## config.mk

```make
export PLATFORM = sky130hd
export DESIGN_NAME = uart_tx_serializer
export DESIGN_NICKNAME = d
export VERILOG_FILES = /design/src/rtl/uart_pkg.sv /design/src/rtl/uart_baud_div.sv /design/src/rtl/uart_tx_serializer.sv
export SDC_FILE = /design/constraint.sdc
export NUM_CORES = 1
export LEC_CHECK = 0
export CORE_MARGIN = 4
export CORE_UTILIZATION = 46
export DETAILED_ROUTE_END_ITERATION = 6
export PLACE_DENSITY = 0.7
export REMOVE_ABC_BUFFERS = 1
export SETUP_SLACK_MARGIN = 0.1
export SYNTH_ARGS = -nofsm -noshare
export SYNTH_HDL_FRONTEND = slang
export SYNTH_HIERARCHICAL = 1
export SYNTH_SLANG_ARGS = --single-unit
```

## constraint.sdc

```tcl
create_clock -name baud_clk -period 4.71 [get_ports baud_clk]
set_input_delay 0.7065 -clock baud_clk [delete_from_list [all_inputs] [get_ports baud_clk]]
set_output_delay 0.7065 -clock baud_clk [all_outputs]
set_load 0.02 [all_outputs]
```

## src/rtl/uart_pkg.sv

```systemverilog
// uart_pkg: shared FSM/parity types and bit_index width for the UART transmitter
package uart_pkg;
  localparam int BIT_IDX_W = 4;
  typedef enum logic [2:0] {IDLE, START, DATA, PARITY, STOP} tx_state_t;
  typedef enum logic [1:0] {PAR_NONE = 2'b00, PAR_EVEN = 2'b01, PAR_ODD = 2'b10} parity_mode_t;
endpackage

```

## src/rtl/uart_baud_div.sv

```systemverilog
// uart_baud_div: bit-period counter, held at 0 by clr_i, pulses bit_end_o on the last cycle of a bit
module uart_baud_div #(
  parameter int CLKS_PER_BIT = 16
) (
  input  logic clk,
  input  logic rst,
  input  logic clr_i,
  output logic bit_end_o
);
  localparam int CW = $clog2(CLKS_PER_BIT);
  logic [CW-1:0] cnt_q;
  assign bit_end_o = cnt_q == CW'(CLKS_PER_BIT - 1);
  // count 0..CLKS_PER_BIT-1, wrapping at each bit boundary
  always_ff @(posedge clk)
    cnt_q <= (rst || clr_i || bit_end_o) ? '0 : cnt_q + 1'b1;
endmodule

```

## src/rtl/uart_tx_serializer.sv

```systemverilog
// uart_tx_serializer: valid/ready word in, LSB-first UART frame out; parity built only with UART_TX_PARITY_EN
module uart_tx_serializer import uart_pkg::*; #(
  parameter int DATA_BITS    = 8,
  parameter int STOP_BITS    = 1,
  parameter int CLKS_PER_BIT = 16
) (
  input  logic                 baud_clk,
  input  logic                 reset,
  input  logic                 tx_valid,
  output logic                 tx_ready,
  input  logic [DATA_BITS-1:0] data_in,
  input  logic [1:0]           parity_mode,
  output logic                 data_tx,
  output logic                 active_flag,
  output logic                 done_flag,
  output logic [BIT_IDX_W-1:0] bit_index
);
  tx_state_t state_q, state_d;
  logic [DATA_BITS-1:0] shreg_q, shreg_d;
  logic [3:0] cnt_q, cnt_d;
  logic [BIT_IDX_W-1:0] idx_q, idx_d;
  logic tx_q, tx_d, act_q, act_d, done_q, done_d;
  logic bit_end, last_data, last_stop;
`ifdef UART_TX_PARITY_EN
  logic par_en_q, par_en_d, par_q, par_d;
`else
  logic unused_parity_mode;
  assign unused_parity_mode = ^parity_mode;
`endif
  assign tx_ready    = state_q == IDLE && !reset;
  assign data_tx     = tx_q;
  assign active_flag = act_q;
  assign done_flag   = done_q;
  assign bit_index   = idx_q;
  assign last_data   = cnt_q == 4'(DATA_BITS - 1);
  assign last_stop   = cnt_q == 4'(STOP_BITS - 1);
  uart_baud_div #(.CLKS_PER_BIT(CLKS_PER_BIT)) u_div (
    .clk      (baud_clk),
    .rst      (reset),
    .clr_i    (state_q == IDLE),
    .bit_end_o(bit_end)
  );
  // next state and next registered outputs; the line value is computed one cycle ahead
  always_comb begin
    state_d = state_q;
    shreg_d = shreg_q;
    cnt_d   = cnt_q;
    idx_d   = idx_q;
    tx_d    = tx_q;
    act_d   = act_q;
    done_d  = 1'b0;
`ifdef UART_TX_PARITY_EN
    par_en_d = par_en_q;
    par_d    = par_q;
`endif
    case (state_q)
      IDLE: if (tx_valid) begin
        state_d = START;
        shreg_d = data_in;
        cnt_d   = '0;
        idx_d   = '0;
        tx_d    = 1'b0;
        act_d   = 1'b1;
`ifdef UART_TX_PARITY_EN
        par_en_d = parity_mode == PAR_EVEN || parity_mode == PAR_ODD;
        par_d    = parity_mode == PAR_ODD ? ~^data_in : ^data_in;
`endif
      end
      START: if (bit_end) begin
        state_d = DATA;
        tx_d    = shreg_q[0];
        shreg_d = shreg_q >> 1;
        idx_d   = idx_q + 1'b1;
      end
      DATA: if (bit_end) begin
        shreg_d = shreg_q >> 1;
        idx_d   = idx_q + 1'b1;
        cnt_d   = last_data ? '0 : cnt_q + 1'b1;
`ifdef UART_TX_PARITY_EN
        state_d = last_data ? (par_en_q ? PARITY : STOP) : DATA;
        tx_d    = last_data ? (par_en_q ? par_q : 1'b1) : shreg_q[0];
`else
        state_d = last_data ? STOP : DATA;
        tx_d    = last_data ? 1'b1 : shreg_q[0];
`endif
      end
`ifdef UART_TX_PARITY_EN
      PARITY: if (bit_end) begin
        state_d = STOP;
        tx_d    = 1'b1;
        idx_d   = idx_q + 1'b1;
      end
`endif
      STOP: if (bit_end) begin
        state_d = last_stop ? IDLE : STOP;
        act_d   = !last_stop;
        done_d  = last_stop;
        idx_d   = last_stop ? '0 : idx_q + 1'b1;
        cnt_d   = last_stop ? '0 : cnt_q + 1'b1;
      end
      default: state_d = IDLE;
    endcase
  end
  // state and output registers; reset aborts any frame and idles the line high
  always_ff @(posedge baud_clk) begin
    if (reset) begin
      state_q <= IDLE;
      shreg_q <= '0;
      cnt_q   <= '0;
      idx_q   <= '0;
      tx_q    <= 1'b1;
      act_q   <= 1'b0;
      done_q  <= 1'b0;
`ifdef UART_TX_PARITY_EN
      par_en_q <= 1'b0;
      par_q    <= 1'b0;
`endif
    end else begin
      state_q <= state_d;
      shreg_q <= shreg_d;
      cnt_q   <= cnt_d;
      idx_q   <= idx_d;
      tx_q    <= tx_d;
      act_q   <= act_d;
      done_q  <= done_d;
`ifdef UART_TX_PARITY_EN
      par_en_q <= par_en_d;
      par_q    <= par_d;
`endif
    end
  end
endmodule
```

==> metrics.md, run 1 <==
| Metric | Value |
|---|---|
| CP required | 4000 ps |
| Worst-Skew Late Latency | 320 ps |
| Worst Setup EP | tx_ready |
| Total number of H-tree levels | 1 |
| Power density cells | 240 nW/um^2 |
| Post-route worst setup slack | 1830 ps |
| Total wire length | 2.68 mm |
| Mean Syn Cell Area | 8.95 sq um |
| Fmax | 347 MHz |
| First-pass GRT wire length | 4.73 mm |
| Clock root buffer | clkbuf_4 |
| Cells after Synth | 156 |
| Status | finished, final reports clean |
| Worst EP arrival | 2170 ps |
| Relative slew margins | 0.402 |
| Primary FF master, synth | dfxtp_1 |
| Post-DP HPWL | 1.95 mm |
| RR Endpoint | bit_index[2] |
| Async SR Flop Fraction | 0 |
| CTS tree | built |
| Post-Layout Cell Count | 199 |
| Final setup viols | 0 |
| Critical path class | primary input to primary output |
| DR iter-0 viols | 49 |
| #FFs+latches synth | 26 |
| Place WS | 1830 ps |
| Largest net degree at the start of global routing | 31 |
| Num CTS Buffers | 3 |
| Post-CTS Resized | 0 |
| Initial antenna violation count | 0 |
| Longest Clk Path Bufs | 2 |
| Nets | 187 |
| Hold Buf Count CTS | 0 |
| Antenna viol nets, final | 0 |
| Global route total overflow | 0 |
| Maxcap violations | 0 |
| Hold Crit Start | u_div/cnt_q[0] |
| Initial core utilization | 0.494 |
| Post-Layout Inst Area | 1600 sq um |
| Leak pwr | 0.551 nW |
| # diodes | 0 |
| Die height | 63.1 um |
| FP Rows | 19 |
| Yosys cell types | 46 |
| Min Tclk post-route | 2880 ps |
| RSZ-0062 raised after global routing | no |
| Hold crit path type | flop to flop |
| Share of layout cells above drive strength 1 | 0.0952 |
| Final Wtd Congestion | 0.753 |
| Synth-to-layout area growth | 14.5% |
| Setup crit end kind | primary output |
| DR vias | 1171 |
| Die width | 63.1 um |
| Max Clock Skew | 3.95 ps |
| Crit path launch type | primary input |
| Critical path origin | reset |
| Wire length per cell | 13.5 um |
| Reg2reg setup slack | 2550 ps |
| Post-synth EDFFs | 0 |
| I/O Buffers | 18 |
| Yosys warning total | 6 |
| Slew Limit Fails | 0 |
| Crit Reg-Reg Startpoint | u_div/cnt_q[0] |
| Die area | 3980 sq um |
| Period utilization | 0.611 |
| Total GRT Usage | 0.145 |
| Via-per-instance ratio | 5.88 |
| # DRC | 0 |
| Reg clk slew, reported paths | 130 ps |
| Clock sink count | 26 |
| Min Hold Slack | 463 ps |
| Placed Cells | 196 |
| Synth Cell Area | 1400 sq um |
| Critical path peak fanout | 30 |
| Seq/Total Area, Yosys | 0.373 |
| Core area | 2830 sq um |
| Post-Route Setup TNS | 0 ps |
| Io pins | 21 |
| Number of iterations in the first detailed-routing pass | 4 |
| Peak VDD IR | 163 uV |
| Actual slew at the worst max-slew pin | 894 ps |
| R2r worst-path depth | 7 |
| Final hold violations | 0 |
| Dpl cell area | 1580 sq um |
| Vias in the first global route | 1123 |
| Post-CTS Setup Bufs | 0 |
## report_power, final
group	internal (mW)	switching (mW)	leakage, nW
Sequential	0.229	0.00701	0.212
Clock	0.0300	0.0616	0.0138
Combinational	0.0282	0.0281	0.325
## worst min path at each step
stage / endpoint / depth (start not counted)
finish: u_div/cnt_q[0] / 1
global route: shreg_q[7] / 2
CTS: u_div/cnt_q[0] / 1
detailed placement: u_div/cnt_q[0] / 1
global placement: u_div/cnt_q[0] / 1
floorplan: u_div/cnt_q[0] / 1
## cell type report
cell class / instances / area, sq um
flip-flops and latches: 26 / 520
repair buffers: 19 / 188
fillers: 273 / 1230
clock buffers: 3 / 22.5
multi-input cells: 112 / 800
well taps: 31 / 38.8
inverters: 8 / 30.0
## metrics by stage
stage                     utilization  total power [mW]
after global routing            0.565             0.403
after detailed placement        0.557             0.297
after floorplan                     -             0.272
after CTS                       0.565             0.387
after global placement          0.557             0.295
final                           0.565             0.383
## per-layer routing
layer / global-route usage / vias up / part of all wire
met1: 0.164 / 545 / 0.46
met5: 0 / - / 0
li1: - / 592 / -
met3: 0.0284 / 5 / 0.036
met2: 0.264 / 29 / 0.49
met4: 0.0579 / 0 / 0.016
## cells in the final DEF (no fill, tap or decap), drive strengths merged, types with 2 or more instances in the layout
cell           netlist  routed
o211ai               2       2
nor3                 5       5
and4bb               2       2
a31oi                2       2
nand2                7       7
a211oi               9       9
o32ai                2       2
nand2b               4       4
o22ai                4       4
nand3b               4       4
a21oi                6       6
xnor2                2       2
nor4                 2       2
dfxtp               26      26
o21ai                3       3
ha                   4       4
nor2                19      19
clkbuf               4       3
mux2i               12      12
clkdlybuf4s50        0      18
inv                  8       8
and3                 2       2
nor3b                2       2
nand3                5       5
or3b                 2       2
## synthesized netlist by cell type, types with 5 or more instances
library cell / count / area share
inv_1: 8 / 0.022
dfxtp_1: 26 / 0.37
nor2_1: 17 / 0.046
a211oi_1: 8 / 0.043
a21oi_1: 6 / 0.022
nand3_1: 5 / 0.018
nand2_1: 7 / 0.019
mux2i_1: 12 / 0.086
## cell families after synthesis
| logic type | after synthesis | synth area share |
|---|---|---|
| AOI/OAI and AO/OA | 32 | 0.176 |
| xor gates and xnor gates | 3 | 0.0188 |
| adders and majority gates | 4 | 0.0358 |
| buffers and inverters | 18 | 0.0547 |
| DFF | 26 | 0.373 |
| muxes | 13 | 0.0941 |
| and+or+nand+nor | 60 | 0.248 |
## worst max-delay path: stages
cell,delay (ps)
clkdlybuf4s50_1,390
buf_4,230
nor4_1,190
clkdlybuf4s50_1,650
## registers in the layout, indices dropped and copies added, names as in the netlist
name         cells
done_flag        1
cnt_q            4
active_flag      1
data_tx          1
bit_index        4
u_div/cnt_q      4
state_q          3
shreg_q          8
No activity file was read; power rests on OpenSTA's default activity.
==> run 2, diff against run 1 <==
- clock period: 4.71 -> 2.97 ns (I/O delays scaled with it)
==> run 2 against run 1 <==
Compared with the run above: sequential share of layout area is the same; worst setup slack lost 1100 ps; register-to-register slack lost 1700 ps; die area is the same; hold slack lost 3.4 ps; utilization is the same; first-iteration DRC count grew 45%; sequential power grew 58%; critical path depth shrank 2; power grew 60%; via count shrank 1.6%; non-clock buffer count is the same; critical endpoint unchanged.
==> metrics.md, run 2 (synthesis gave the netlist of run 1 again) <==
| Metric | Value |
|---|---|
| Status | finished, final reports clean |
| Global route total overflow | 0 |
| Initial core utilization | 0.494 |
| Gr busiest metal | met2 |
| Actual slew at the worst max-slew pin | 833 ps |
| Placed Cells | 196 |
| DR iter-0 viols | 71 |
| Max Clock Skew | 5.28 ps |
| RSZ-0062 raised after global routing | no |
| Maxcap violations | 0 |
| Sw Share | 0.257 |
| DR vias | 1152 |
| Largest Register | shreg_q |
| Power density cells | 383 nW/um^2 |
| Synth-to-layout area growth | 14.5% |
| First-pass GRT wire length | 5.13 mm |
| Sw Pwr | 0.157 mW |
| Max reg flops | 8 |
| Post-DP HPWL | 2.11 mm |
| Period utilization | 0.766 |
| Final hold violations | 0 |
| Post-CTS Resized | 0 |
| Die height | 63.1 um |
| Grt met3 use | 0.0284 |
| Share of layout cells above drive strength 1 | 0.0952 |
| Min Tclk post-route | 2270 ps |
| Die area | 3980 sq um |
| Final setup viols | 0 |
| Io pins | 21 |
| Post-Route Setup TNS | 0 ps |
| Reg clk slew, reported paths | 140 ps |
| # diodes | 0 |
| Clock sink count | 26 |
| Global routing usage on met1 | 0.194 |
| Initial antenna violation count | 0 |
| Largest net degree at the start of global routing | 30 |
| Num CTS Buffers | 3 |
| FP Rows | 19 |
| Die width | 63.1 um |
| Hold Buf Count CTS | 0 |
| Crit path launch type | flop |
| Total power | 0.612 mW |
| Comb pwr share | 0.147 |
| Critical path class | flop to primary output |
| Leak pwr | 0.551 nW |
| Clock Power Share | 0.243 |
| Post-Layout Cell Count | 199 |
| Total wire length | 2.80 mm |
| Clock root buffer | clkbuf_4 |
| Core area | 2830 sq um |
| Antenna viol nets, final | 0 |
| Dpl cell area | 1580 sq um |
| Longest Clk Path Bufs | 2 |
| CTS tree | built |
| I/O Buffers | 18 |
| Nets | 187 |
| Worst EP arrival | 1830 ps |
| Worst-Skew Late Latency | 320 ps |
| Wire length per cell | 14.1 um |
| Via-per-instance ratio | 5.79 |
| Commonest non-fill, non-tap cells in the layout | dfxtp_1 (26), clkdlybuf4s50_1 (18), nor2_1 (17), mux2i_1 (12) |
| Number of iterations in the first detailed-routing pass | 4 |
| Fmax | 440 MHz |
| Critical path peak fanout | 14 |
| Hold crit path type | flop to flop |
| Met2 usage | 0.269 |
| Total GRT Usage | 0.157 |
| Commonest non-fill, non-tap cell in the layout | dfxtp_1 |
| Post-Layout Inst Area | 1600 sq um |
| Peak VDD IR | 274 uV |
| Cell internal pwr | 0.455 mW |
| Min Hold Slack | 460 ps |
| Slew Limit Fails | 0 |
| # DRC | 0 |
| Relative slew margins | 0.444 |
| Total number of H-tree levels | 1 |
| Post-CTS Setup Bufs | 0 |
| Vias in the first global route | 1168 |
| Setup crit end kind | primary output |
| Flop pwr share | 0.611 |
| CP required | 2520 ps |
| Final Wtd Congestion | 0.715 |
-- run 2: cell counts in the layout (fill, tap and decap cells not counted) --
Identical to the previous run, type by type.
-- run 2: layer usage --
metal / vias up / routed length (um)
met1: 539 / 1240
met2: 20 / 1410
met3: 4 / 116
li1: 589 / -
met4: 0 / 33
met5: - / 0
-- run 2: final timing paths --
path / start / end / slack (ps) / cells after the start
max reg2reg: u_div/cnt_q[0] / bit_index[2] / 810 / 7
min reg2reg: u_div/cnt_q[0] / u_div/cnt_q[0] / 460 / 1
max: state_q[2] / tx_ready / 700 / 2
min: u_div/cnt_q[0] / u_div/cnt_q[0] / 460 / 1
-- run 2: stage by stage --
step | utilization | worst slack, ps
final | 0.565 | 696
after global routing | 0.565 | 583
after CTS | 0.565 | 673
after detailed placement | 0.557 | 752
after global placement | 0.557 | 758
after floorplan | - | 1060
-- run 2: final cells by class --
| class | count | area, sq um |
|---|---|---|
| Fill cell | 269 | 1230 |
| Multi-Input combinational cell | 112 | 800 |
| Sequential cell | 26 | 520 |
| Timing Repair Buffer | 19 | 188 |
| Tap cell | 31 | 38.8 |
| Inverter | 8 | 30.0 |
| Clock buffer | 3 | 22.5 |
-- run 2: worst max-delay path: stages (launching register included) --
cell	delay [ps]
dfxtp_1	520
nor4_1	340
clkdlybuf4s50_1	650
-- run 2: power by group through the flow --
stage	logic (mW)	registers [mW]	clock network [mW]
after floorplan	0.0494	0.383	0
after global placement	0.0873	0.381	0
after detailed placement	0.0904	0.382	0
after CTS	0.0907	0.374	0.155
after global routing	0.101	0.376	0.172
final	0.0897	0.374	0.149
